--- src/rtl/ssb_sync_pkg.sv ---
// ----------------------------------------------------------------------------
// ssb_sync_pkg
//   Shared types and constants for the SSB timing controller.
//   - state_t    : controller states (SEARCH, WAIT, SSB, TRACK)
//   - SSB_SYMS   : number of OFDM symbols in one SS/PBCH block
//   - SYM_*      : role of each symbol inside the block
//   - is_pbch_sym / is_sss_sym : map a symbol index to its role strobe
// ----------------------------------------------------------------------------
package ssb_sync_pkg;

    typedef enum logic [1:0] {
        SEARCH = 2'd0,
        WAIT   = 2'd1,
        SSB    = 2'd2,
        TRACK  = 2'd3
    } state_t;

    localparam int SSB_SYMS = 4;

    localparam logic [1:0] SYM_PSS   = 2'd0;
    localparam logic [1:0] SYM_PBCH0 = 2'd1;
    localparam logic [1:0] SYM_SSS   = 2'd2;
    localparam logic [1:0] SYM_PBCH1 = 2'd3;

    // Index of the final symbol of the block.
    localparam logic [1:0] SYM_LAST  = 2'(SSB_SYMS - 1);

    function automatic logic is_pbch_sym(input logic [1:0] idx);
        return (idx == SYM_PBCH0) || (idx == SYM_PBCH1);
    endfunction

    function automatic logic is_sss_sym(input logic [1:0] idx);
        return (idx == SYM_SSS);
    endfunction

endpackage

--- src/rtl/peak_argmax.sv ---
// ----------------------------------------------------------------------------
// peak_argmax
//   Combinational masked argmax over N_CH unsigned scores.
//   Ports:
//     mask_i  [N_CH]            : channels taking part (peak pulses)
//     score_i [N_CH*SCORE_DW]   : channel c at [c*SCORE_DW +: SCORE_DW]
//     idx_o   [$clog2(N_CH)]    : winning channel (0 when any_o is low)
//     any_o                     : at least one mask bit set
//   Ties resolve to the lowest index because a later channel only wins on a
//   strictly greater score.
// ----------------------------------------------------------------------------
module peak_argmax #(
    parameter int N_CH     = 3,
    parameter int SCORE_DW = 32
) (
    input  logic [N_CH-1:0]          mask_i,
    input  logic [N_CH*SCORE_DW-1:0] score_i,
    output logic [$clog2(N_CH)-1:0]  idx_o,
    output logic                     any_o
);

    localparam int IDX_W = $clog2(N_CH);

    logic [IDX_W-1:0]    best_idx;
    logic [SCORE_DW-1:0] best_score;
    logic                found;

    always_comb begin
        best_idx   = '0;
        best_score = '0;
        found      = 1'b0;
        for (int c = 0; c < N_CH; c++) begin
            if (mask_i[c] &&
                (!found || (score_i[c*SCORE_DW +: SCORE_DW] > best_score))) begin
                best_idx   = IDX_W'(c);
                best_score = score_i[c*SCORE_DW +: SCORE_DW];
                found      = 1'b1;
            end
        end
    end

    assign idx_o = best_idx;
    assign any_o = found;

endmodule

--- src/rtl/ssb_sync_ctrl.sv ---
// ----------------------------------------------------------------------------
// ssb_sync_ctrl
//   Timing controller between N_CH PSS correlator/peak-detector chains and
//   FFT_demod. Picks the strongest simultaneous peak, latches its N_id_2,
//   waits a programmable number of samples, then emits the SSB start and the
//   per-symbol strobes, and finally tracks lock with a timeout.
//   Ports:
//     clk_i, reset_ni     : clock, asynchronous active-low reset
//     s_axis_in_tvalid    : input sample strobe
//     peak_detected_i     : per-channel single-cycle peak pulses
//     peak_score_i        : per-channel unsigned scores
//     cfg_wait_i          : samples from peak to ssb_start_o
//     ssb_start_o         : pulse, start of SSB demodulation
//     symbol_start_o      : pulse at each SSB symbol boundary
//     symbol_idx_o        : symbol index, valid with symbol_start_o
//     PBCH_start_o        : pulse at symbols 1 and 3
//     SSS_start_o         : pulse at symbol 2
//     N_id_2_o            : latched channel index
//     N_id_2_valid_o      : high from latch until return to SEARCH
//     locked_o            : high in TRACK
//     lost_o              : pulse on lock timeout
//     dbg_state_o         : current controller state (state_t encoding)
//
//   Sample strobe: s_axis_in_tvalid is a pure qualifier with no ready; every
//   sample counter here advances only on cycles where it is high, and the
//   block never back-pressures the sample source.
// ----------------------------------------------------------------------------
module ssb_sync_ctrl
    import ssb_sync_pkg::*;
#(
    parameter int N_CH         = 3,
    parameter int SCORE_DW     = 32,
    parameter int SYM_LEN      = 256,
    parameter int CP_LEN       = 18,
    parameter int WAIT_W       = 8,
    parameter int LOCK_TIMEOUT = 20480
) (
    input  logic                     clk_i,
    input  logic                     reset_ni,
    input  logic                     s_axis_in_tvalid,
    input  logic [N_CH-1:0]          peak_detected_i,
    input  logic [N_CH*SCORE_DW-1:0] peak_score_i,
    input  logic [WAIT_W-1:0]        cfg_wait_i,
    output logic                     ssb_start_o,
    output logic                     symbol_start_o,
    output logic [1:0]               symbol_idx_o,
    output logic                     PBCH_start_o,
    output logic                     SSS_start_o,
    output logic [$clog2(N_CH)-1:0]  N_id_2_o,
    output logic                     N_id_2_valid_o,
    output logic                     locked_o,
    output logic                     lost_o,
    output logic [1:0]               dbg_state_o
);

    localparam int IDX_W   = $clog2(N_CH);
    localparam int SYM_TOT = SYM_LEN + CP_LEN;
    localparam int SC_W    = $clog2(SYM_TOT);
    localparam int TC_W    = $clog2(LOCK_TIMEOUT);

    // Terminal values; each counter returns to zero on reaching its own.
    localparam logic [SC_W-1:0] SC_LAST = SC_W'(SYM_TOT - 1);
    localparam logic [TC_W-1:0] TC_LAST = TC_W'(LOCK_TIMEOUT - 1);

    // ------------------------------------------------------------------
    // Peak selection
    // ------------------------------------------------------------------
    logic [IDX_W-1:0] pk_idx;
    logic             pk_any;

    peak_argmax #(
        .N_CH     (N_CH),
        .SCORE_DW (SCORE_DW)
    ) u_argmax (
        .mask_i  (peak_detected_i),
        .score_i (peak_score_i),
        .idx_o   (pk_idx),
        .any_o   (pk_any)
    );

    // ------------------------------------------------------------------
    // State and counters
    // ------------------------------------------------------------------
    state_t            state_q;
    logic [WAIT_W-1:0] wait_q;
    logic [WAIT_W-1:0] wcnt_q;
    logic [SC_W-1:0]   scnt_q;
    logic [1:0]        sym_q;
    logic [TC_W-1:0]   tcnt_q;

    logic              ssb_start_q;
    logic              symbol_start_q;
    logic [1:0]        symbol_idx_q;
    logic              pbch_start_q;
    logic              sss_start_q;
    logic [IDX_W-1:0]  n_id_2_q;
    logic              n_id_2_valid_q;
    logic              locked_q;
    logic              lost_q;

    // Next symbol index and "wait is over" test, shared by the FSM arms.
    logic [1:0] sym_d;
    logic       wait_done_d;
    logic       track_peak_d;

    assign sym_d        = sym_q + 2'd1;
    assign wait_done_d  = (wcnt_q == (wait_q - 1'b1));
    // In TRACK only the latched hypothesis can refresh the timing; scores
    // play no role there.
    assign track_peak_d = peak_detected_i[n_id_2_q];

    always_ff @(posedge clk_i or negedge reset_ni) begin
        if (!reset_ni) begin
            state_q        <= SEARCH;
            wait_q         <= '0;
            wcnt_q         <= '0;
            scnt_q         <= '0;
            sym_q          <= '0;
            tcnt_q         <= '0;
            ssb_start_q    <= 1'b0;
            symbol_start_q <= 1'b0;
            symbol_idx_q   <= '0;
            pbch_start_q   <= 1'b0;
            sss_start_q    <= 1'b0;
            n_id_2_q       <= '0;
            n_id_2_valid_q <= 1'b0;
            locked_q       <= 1'b0;
            lost_q         <= 1'b0;
        end else begin
            // Strobes are single-cycle unless re-armed below.
            ssb_start_q    <= 1'b0;
            symbol_start_q <= 1'b0;
            pbch_start_q   <= 1'b0;
            sss_start_q    <= 1'b0;
            lost_q         <= 1'b0;

            case (state_q)
                SEARCH: begin
                    if (pk_any) begin
                        n_id_2_q       <= pk_idx;
                        n_id_2_valid_q <= 1'b1;
                        if (cfg_wait_i == '0) begin
                            // Zero wait: the block starts on the next cycle.
                            state_q        <= SSB;
                            ssb_start_q    <= 1'b1;
                            symbol_start_q <= 1'b1;
                            symbol_idx_q   <= SYM_PSS;
                            scnt_q         <= '0;
                            sym_q          <= SYM_PSS;
                        end else begin
                            state_q <= WAIT;
                            wcnt_q  <= '0;
                            wait_q  <= cfg_wait_i;
                        end
                    end
                end

                WAIT: begin
                    // wait_q is frozen at entry so a reprogrammed cfg_wait_i
                    // cannot shift a block that is already scheduled.
                    if (s_axis_in_tvalid) begin
                        if (wait_done_d) begin
                            state_q        <= SSB;
                            ssb_start_q    <= 1'b1;
                            symbol_start_q <= 1'b1;
                            symbol_idx_q   <= SYM_PSS;
                            scnt_q         <= '0;
                            sym_q          <= SYM_PSS;
                            wcnt_q         <= '0;
                        end else begin
                            wcnt_q <= wcnt_q + 1'b1;
                        end
                    end
                end

                SSB: begin
                    // The sample seen on the ssb_start_o cycle is sample 0
                    // of symbol 0; peaks are not looked at until TRACK.
                    if (s_axis_in_tvalid) begin
                        if (scnt_q == SC_LAST) begin
                            scnt_q <= '0;
                            if (sym_q == SYM_LAST) begin
                                state_q  <= TRACK;
                                tcnt_q   <= '0;
                                locked_q <= 1'b1;
                            end else begin
                                sym_q          <= sym_d;
                                symbol_start_q <= 1'b1;
                                symbol_idx_q   <= sym_d;
                                pbch_start_q   <= is_pbch_sym(sym_d);
                                sss_start_q    <= is_sss_sym(sym_d);
                            end
                        end else begin
                            scnt_q <= scnt_q + 1'b1;
                        end
                    end
                end

                TRACK: begin
                    // A same-channel peak takes priority over the timeout
                    // that may expire on the very same cycle.
                    if (track_peak_d) begin
                        locked_q <= 1'b0;
                        tcnt_q   <= '0;
                        if (cfg_wait_i == '0) begin
                            state_q        <= SSB;
                            ssb_start_q    <= 1'b1;
                            symbol_start_q <= 1'b1;
                            symbol_idx_q   <= SYM_PSS;
                            scnt_q         <= '0;
                            sym_q          <= SYM_PSS;
                        end else begin
                            state_q <= WAIT;
                            wcnt_q  <= '0;
                            wait_q  <= cfg_wait_i;
                        end
                    end else if (s_axis_in_tvalid) begin
                        if (tcnt_q == TC_LAST) begin
                            state_q        <= SEARCH;
                            tcnt_q         <= '0;
                            lost_q         <= 1'b1;
                            locked_q       <= 1'b0;
                            n_id_2_valid_q <= 1'b0;
                        end else begin
                            tcnt_q <= tcnt_q + 1'b1;
                        end
                    end
                end

                default: begin
                    state_q <= SEARCH;
                end
            endcase
        end
    end

    assign ssb_start_o    = ssb_start_q;
    assign symbol_start_o = symbol_start_q;
    assign symbol_idx_o   = symbol_idx_q;
    assign PBCH_start_o   = pbch_start_q;
    assign SSS_start_o    = sss_start_q;
    assign N_id_2_o       = n_id_2_q;
    assign N_id_2_valid_o = n_id_2_valid_q;
    assign locked_o       = locked_q;
    assign lost_o         = lost_q;
    assign dbg_state_o    = state_q;

endmodule
--- config.mk ---
export PLATFORM = sky130hd
export DESIGN_NAME = ssb_sync_ctrl
export DESIGN_NICKNAME = d
export VERILOG_FILES = /design/src/rtl/ssb_sync_pkg.sv /design/src/rtl/peak_argmax.sv /design/src/rtl/ssb_sync_ctrl.sv
export SDC_FILE = /design/constraint.sdc
export NUM_CORES = 1
export LEC_CHECK = 0
export ABC_AREA = 1
export CORE_MARGIN = 8
export CORE_UTILIZATION = 38
export DETAILED_ROUTE_END_ITERATION = 12
export GPL_ROUTABILITY_DRIVEN = 0
export SYNTH_ARGS = -nofsm -noshare
export SYNTH_HDL_FRONTEND = slang
export SYNTH_SLANG_ARGS = --single-unit
--- constraint.sdc ---
create_clock -name clk_i -period 2.75 [get_ports clk_i]
set_input_delay 0.275 -clock clk_i [delete_from_list [all_inputs] [get_ports clk_i]]
set_output_delay 0.275 -clock clk_i [all_outputs]
set_load 0.02 [all_outputs]
# == Yosys cells after proc, flatten, opt, wreduce, memory -nomap -nowiden ==
# Cells that the tools add are included.
# W data, S select, Z words.
# totals
word_cells,157
output_inout_bits,13
inputBits,110
ff_bits,55
# classes
add_sub_neg,5
reduce_logical,21
eq_ne,23
n_mux,90
order_cmp,3
# ops
operator,n
$mux W15,6
$gt A32 B32 Y1,2
$mux W32,2
$mux W8,8
$mux W9,7
$mux W2,22
$pmux W9 S4,1
$mux W1,33
$pmux W15 S2,1
$pmux W2 S4,3
$pmux W8 S3,1
$ne A2 B2 Y1 const B,11
$pmux W8 S2,1
$add A15 B1 Y15 const B,1
$eq A15 B15 Y1 const B,1
$reduce_and A5 Y1,3
$eq A2 B2 Y1 const B,5
$add A9 B1 Y9 const B,1
$eq A9 B9 Y1 const B,1
$add A8 B1 Y8 const B,1
$eq A8 B8 Y1,1
$logic_not A8 Y1,1
$reduce_and A8 Y1,1
$sub A8 B1 Y8 const B,1
other kinds (19),27

# == Longest topological paths before layout ==
# depth
ltp_word,11
mapped_depth,39
ltp_nobuf,35

# == Hierarchy ==
# From an unflattened synthesis, not the netlist that was laid out.
# hier_totals
hier_cells,889
hier_area_um2,5786.8
# by_module_without_submodules
module,cells_per_inst,n_inst,area_per_inst_um2,seq_area_each_um2
ssb_sync_ctrl,488,1,3538.4,1326.3
peak_argmax,401,1,2248.4,0.0

# == Worst setup path before layout ==
# OpenSTA, ideal clock, no wires.
# synth_path
kind,input to register
from,in peak_detected_i[0]
to,"reg n_id_2_q[0], in the netlist N_id_2_o[0]"
setup_ns,0.117
required_time_ns,2.633
path_stages,27
t_arrival_ns,3.229
slack_ns,-0.597
n_path_buf,4
cell_sequence,buf_4 > clkbuf_1 > nand2_1 > ha_1 > nand2_1 > nor2_1 > nand2_1 > nor2_1 > nand2_1 > nand2_1 > nand2_1 > a21oi_1 > buf_2 > buf_2 > o21ai_0 > ha_1 > nand2_1 > nor2_1 > nand2_1 > nor3_1 > nand2_1 > nand2_1 > nand2_1 > nand2_1 > nand2_1 > nand3_1 > nand2_1
# synth_via
elab_chain_cells,10
word_cells_on_any_way,16
classes_between,order compare (2); mux (7); reduce/logical (7)
# synth_rtl
item,line,text
start: declaration,ssb_sync_ctrl.sv:41,"input logic [N_CH-1:0] peak_detected_i,"
$mux W32 / $mux W1 (equally long branches),peak_argmax.sv:33,if (mask_i[c] &&
$gt A32 B32 Y1 / $logic_not A1 Y1 (equally long branches),peak_argmax.sv:34,(!found || (score_i[c*SCORE_DW +: SCORE_DW] > best_score))) begin
$logic_or A1 B1 Y1,peak_argmax.sv:34,
$logic_and A1 B1 Y1,peak_argmax.sv:33,
$mux W32 / $mux W1 (equally long branches),peak_argmax.sv:33,
$gt A32 B32 Y1 / $logic_not A1 Y1 (equally long branches),peak_argmax.sv:34,
$logic_or A1 B1 Y1,peak_argmax.sv:34,
$logic_and A1 B1 Y1,peak_argmax.sv:33,
$mux W1,peak_argmax.sv:33,
$reduce_and A2 Y1 (no source line),n/a,
end signal: assignment,ssb_sync_ctrl.sv:140,n_id_2_q <= pk_idx;
end: declaration,ssb_sync_ctrl.sv:96,logic [IDX_W-1:0] n_id_2_q;
# Parallel ways exist; a longest one is shown, timed or not.
# A chain may end at the register's enable or synchronous reset.

# == Final worst setup path ==
# Ends and elaborated chain as after synthesis.

==> flow_results.org <==
** Drt
- After detailed routing, the total wire length is 19.9 mm.
- The detailed router finished its first iteration with 344 violations.
- In the final routed layout, each cell accounts on average for 14.9 um.
- After detailed routing, the number of vias per cell comes to 4.80.
- In this run the remaining antenna-violating nets after routing total 0.
- In the routed design, unresolved DRC markers number 0.
- Across all layers, the routed design uses 6415 vias.
- For this run, the detailed router's first-pass iteration total came to 4.

** Yosys
- Multiplexer cells account for 0% of the synthesized area.
- After synthesis, flip-flops and latches occupy 23.7% of the total area.
- Synthesized-area fraction occupied by and/or/nand/nor cells :: 31.2%
- Ys flop type :: sky130_fd_sc_hd__dfrtp_1
- Number of flip-flops and latches in the synthesized netlist :: 53
- Synthesis Warnings :: 0
- Main combinational cell family by area after synthesis :: simple AND/OR/NAND/NOR gates
- Number of nets in the synthesized netlist :: 1034
- Counting flops with an async set or reset pin after synthesis yields a share of 100%.
- Area fraction in compound gates after synthesis :: 12.9%
- In this run the cell area of the synthesized design comes to 5590 um^2.
- Synthesized-area fraction occupied by adder cells :: 17.0%
- Summing the areas of all xor and xnor instances in the mapped netlist gives 3.58% of the synthesized area.
- The synthesized design contains 0 enable-type register cells.
- The average instance in the mapped netlist occupies 6.59 um^2.
- Distinct cells, synth :: 42
- Counting every instance in the synthesized netlist gives 848.

** Finish
- Leaving out fill and tap cells, the most frequent cell in the layout is sky130_fd_sc_hd__nand2_1.
- After the flow finishes, the layout carries non-filler instances totaling 1337.
- Fraction of final layout cells with drive strength greater than 1 :: 31.1%
- Most frequent cells in the layout :: sky130_fd_sc_hd__nand2_1, sky130_fd_sc_hd__buf_4, sky130_fd_sc_hd__inv_1
- Compared with the post-synthesis result, the final layout area differs by 67.3%.
- Layout net count :: 1332
- After filler insertion, the fill cell instance count of the layout stands at 1194.

** Power
- Peak supply drop :: 0.000343 V
- Overall power consumption after layout is estimated at 4.27 mW.
- Cell area power density :: 456 nW/um^2
- Static power due to leakage :: 4.82 nW

** Worst setup path
- By startpoint and endpoint, the worst setup path is classified as input pin to flip-flop.
- STA classifies the critical path startpoint as an input pin.
- STA puts the critical path data required time at 2.97 ns.
- STA puts the critical path data arrival time at 3.43 ns.
- In this run the worst path has a maximum fanout of 6.
- STA classifies the critical path endpoint as a flip-flop.

** Floorplan
- Die width :: 137 um
- Number of I/O pins :: 123
- DIE HEIGHT :: 137 um
- Site Rows :: 44
- Total core area :: 14500 um^2
- The initial utilization of the core area, before any placement, comes to 38.6%.
- Die Area :: 18800 um^2

** Timing
- Setup TNS Final :: -0.893 ns
- After layout, the worst path uses 116% of the clock period.
- Static timing analysis puts the maximum clock frequency at 312 MHz.
- For the pin with the worst max-slew slack, the measured transition is 0.715 ns.
- The worst pin sits at a relative slew slack of 52.3%.
- Final count of negative-setup-slack endpoints :: 2
- The max-slew violation count came to 0.
- Worst hold margin :: 0.0323 ns
- The routed design could run at a clock period as short as 3.20 ns.
- Worst setup margin :: -0.453 ns
- Across the routed clock network, the largest skew measured is 0.00956 ns.
- Setup repair after global routing could not meet its margin everywhere.
- The number of hold violations in the final report was 0.

** Global route
- For this run, the total global-route usage over all layers was measured as 20.5%.
- Initial antenna violation count :: 3
- Largest net degree at the start of global routing :: 32
- Global-route wire length before repair :: 31.2 mm
- Global routing finished with a remaining overflow of 0.
- Number of global-route vias before repair :: 6378

** Run status
- Violated checks :: setup timing
- The flow ran to the end, but the final reports show violations.

** Clock network
- CTS built an H-tree with a depth of 2.
- Hold-fix buffers, CTS :: 0
- TritonCTS built the clock tree.
- TritonCTS created 5 clock buffers.
- Cell chosen for the clock root :: sky130_fd_sc_hd__clkbuf_16
- # clock sinks :: 53
- At the later pin of the worst-skew pair, clock insertion delay measures 0.29 ns.
- Maximum root-to-sink buffer count :: 2
- Clock transition at path regs :: 0.07 ns

** Placed design
- Detailed placer's ending HPWL :: 13.0 mm
- Port Buffers :: 122
- Including well taps, the total number of placed cells is 1180.

** Job
- Max-capacitance violation count :: 0

** Hold path
- Class of the worst hold path :: input pin to asynchronous set/reset pin
flip-flops by register name, indices dropped and copies added (netlist names):
register	cells
dbg_state_o	2
wcnt_q	8
sym_q	2
tcnt_q	15
PBCH_start_o	1
SSS_start_o	1
N_id_2_o	2
N_id_2_valid_o	1
lost_o	1
scnt_q	9
locked_o	1
symbol_start_o	1
ssb_start_o	1
wait_q	8
worst paths after layout:
check / startpoint / endpoint / slack (ns) / cells past startpoint
min in group clk_i: locked_o / locked_o / 0.50 / 2
max reg2reg: scnt_q[1] / tcnt_q[6] / 0.50 / 14
min: reset_ni / wait_q[6] / 0.03 / 1
max in group asynchronous: reset_ni / N_id_2_o[1] / 2.05 / 2
max: peak_detected_i[0] / N_id_2_o[0] / -0.45 / 27
min reg2reg: locked_o / locked_o / 0.50 / 2
cells by family (layout without fill, tap and decap cells):
group           count (synthesis)  count (layout)
simple gates                  409             409
other cells                     0               6
xor+xnor                       22              22
compound gates                124             124
buf+inv                       164             463
flops                          53              53
fa+ha+maj                      76              76
worst max-delay path, cell delays in order:
cell                      delay [ns]
sky130_fd_sc_hd__buf_12         0.12
sky130_fd_sc_hd__buf_12         0.15
sky130_fd_sc_hd__nand2_4        0.06
sky130_fd_sc_hd__ha_4           0.27
sky130_fd_sc_hd__nand2_4        0.05
sky130_fd_sc_hd__nor2_4         0.11
sky130_fd_sc_hd__nand4_1        0.17
sky130_fd_sc_hd__nor2_4         0.16
sky130_fd_sc_hd__nand2_2        0.06
sky130_fd_sc_hd__nand2_2        0.06
sky130_fd_sc_hd__nand2_2        0.06
sky130_fd_sc_hd__a21oi_4        0.20
sky130_fd_sc_hd__buf_12         0.18
sky130_fd_sc_hd__buf_12         0.12
sky130_fd_sc_hd__o21ai_0        0.08
sky130_fd_sc_hd__ha_1           0.32
sky130_fd_sc_hd__a21oi_1        0.16
sky130_fd_sc_hd__o21ai_1        0.10
sky130_fd_sc_hd__a21oi_1        0.16
sky130_fd_sc_hd__nand2_1        0.09
sky130_fd_sc_hd__nand2_1        0.06
sky130_fd_sc_hd__nand2_1        0.05
sky130_fd_sc_hd__nand2_1        0.07
sky130_fd_sc_hd__nand2_1        0.06
sky130_fd_sc_hd__nand2_2        0.07
sky130_fd_sc_hd__nand3_2        0.05
sky130_fd_sc_hd__nand2_1        0.07
power by group:
| part | leakage (nW) | internal [mW] | switching (mW) | total (mW) |
|---|---|---|---|---|
| Clock | 0.0713 | 0.340 | 0.281 | 0.621 |
| Sequential | 0.710 | 0.924 | 0.161 | 1.09 |
| Combinational | 4.04 | 1.11 | 1.45 | 2.56 |
per-layer routing:
| metal | part of all wire, % | routed length [um] | GRT usage [%] |
|---|---|---|---|
| met1 | 43 | 8630 | 25.5 |
| met2 | 49 | 9860 | 36.0 |
| met3 | 4.4 | 875 | 2.92 |
| met4 | 2.8 | 565 | 5.97 |
| met5 | 0 | 0 | 0 |
metrics by stage:
stage	setup slack (ns)	utilization [%]	instance area [um^2]
2_1_floorplan	-0.240	-	5860
3_3_place_gp	-0.906	51.6	7470
3_5_place_dp	-0.943	51.6	7470
4_1_cts	-0.344	62.3	9030
5_1_grt	-0.680	64.6	9350
6_report	-0.453	64.6	9360
cells in the mapped netlist (all sizes together), types with 5 or more instances:
library cell / instances / area share [%]
a21oi: 40 / 3.6
buf: 12 / 1.4
clkbuf: 5 / 0.34
dfrtp: 53 / 24
ha: 76 / 17
inv: 146 / 9.8
nand2: 248 / 17
nand3: 37 / 3.5
nand4: 10 / 1.1
nor2: 80 / 5.9
nor3: 15 / 1.3
o21ai: 72 / 7.6
or2: 8 / 0.90
xor2: 18 / 3.0
cell type report:
type | count | area [um^2] | share of cell area, %
multi-input combinational | 631 | 4310 | 46.0
timing repair buffer | 308 | 2780 | 29.7
sequential | 53 | 1330 | 14.2
inverter | 147 | 553 | 5.91
tap | 184 | 230 | 2.46
clock buffer | 6 | 129 | 1.38
antenna | 6 | 15.0 | 0.160
clock inverter | 2 | 13.8 | 0.147
timing repair:
action / 4_1_cts / 5_1_grt
setup endpoints to repair: 2 / 2
gates resized for setup: 145 / 78
hold endpoints to repair: 0 / 0
cloned: 6 / 3
pin swaps: 86 / 65
setup buffers: 133 / 2
Power figures use the tool's default switching activity.
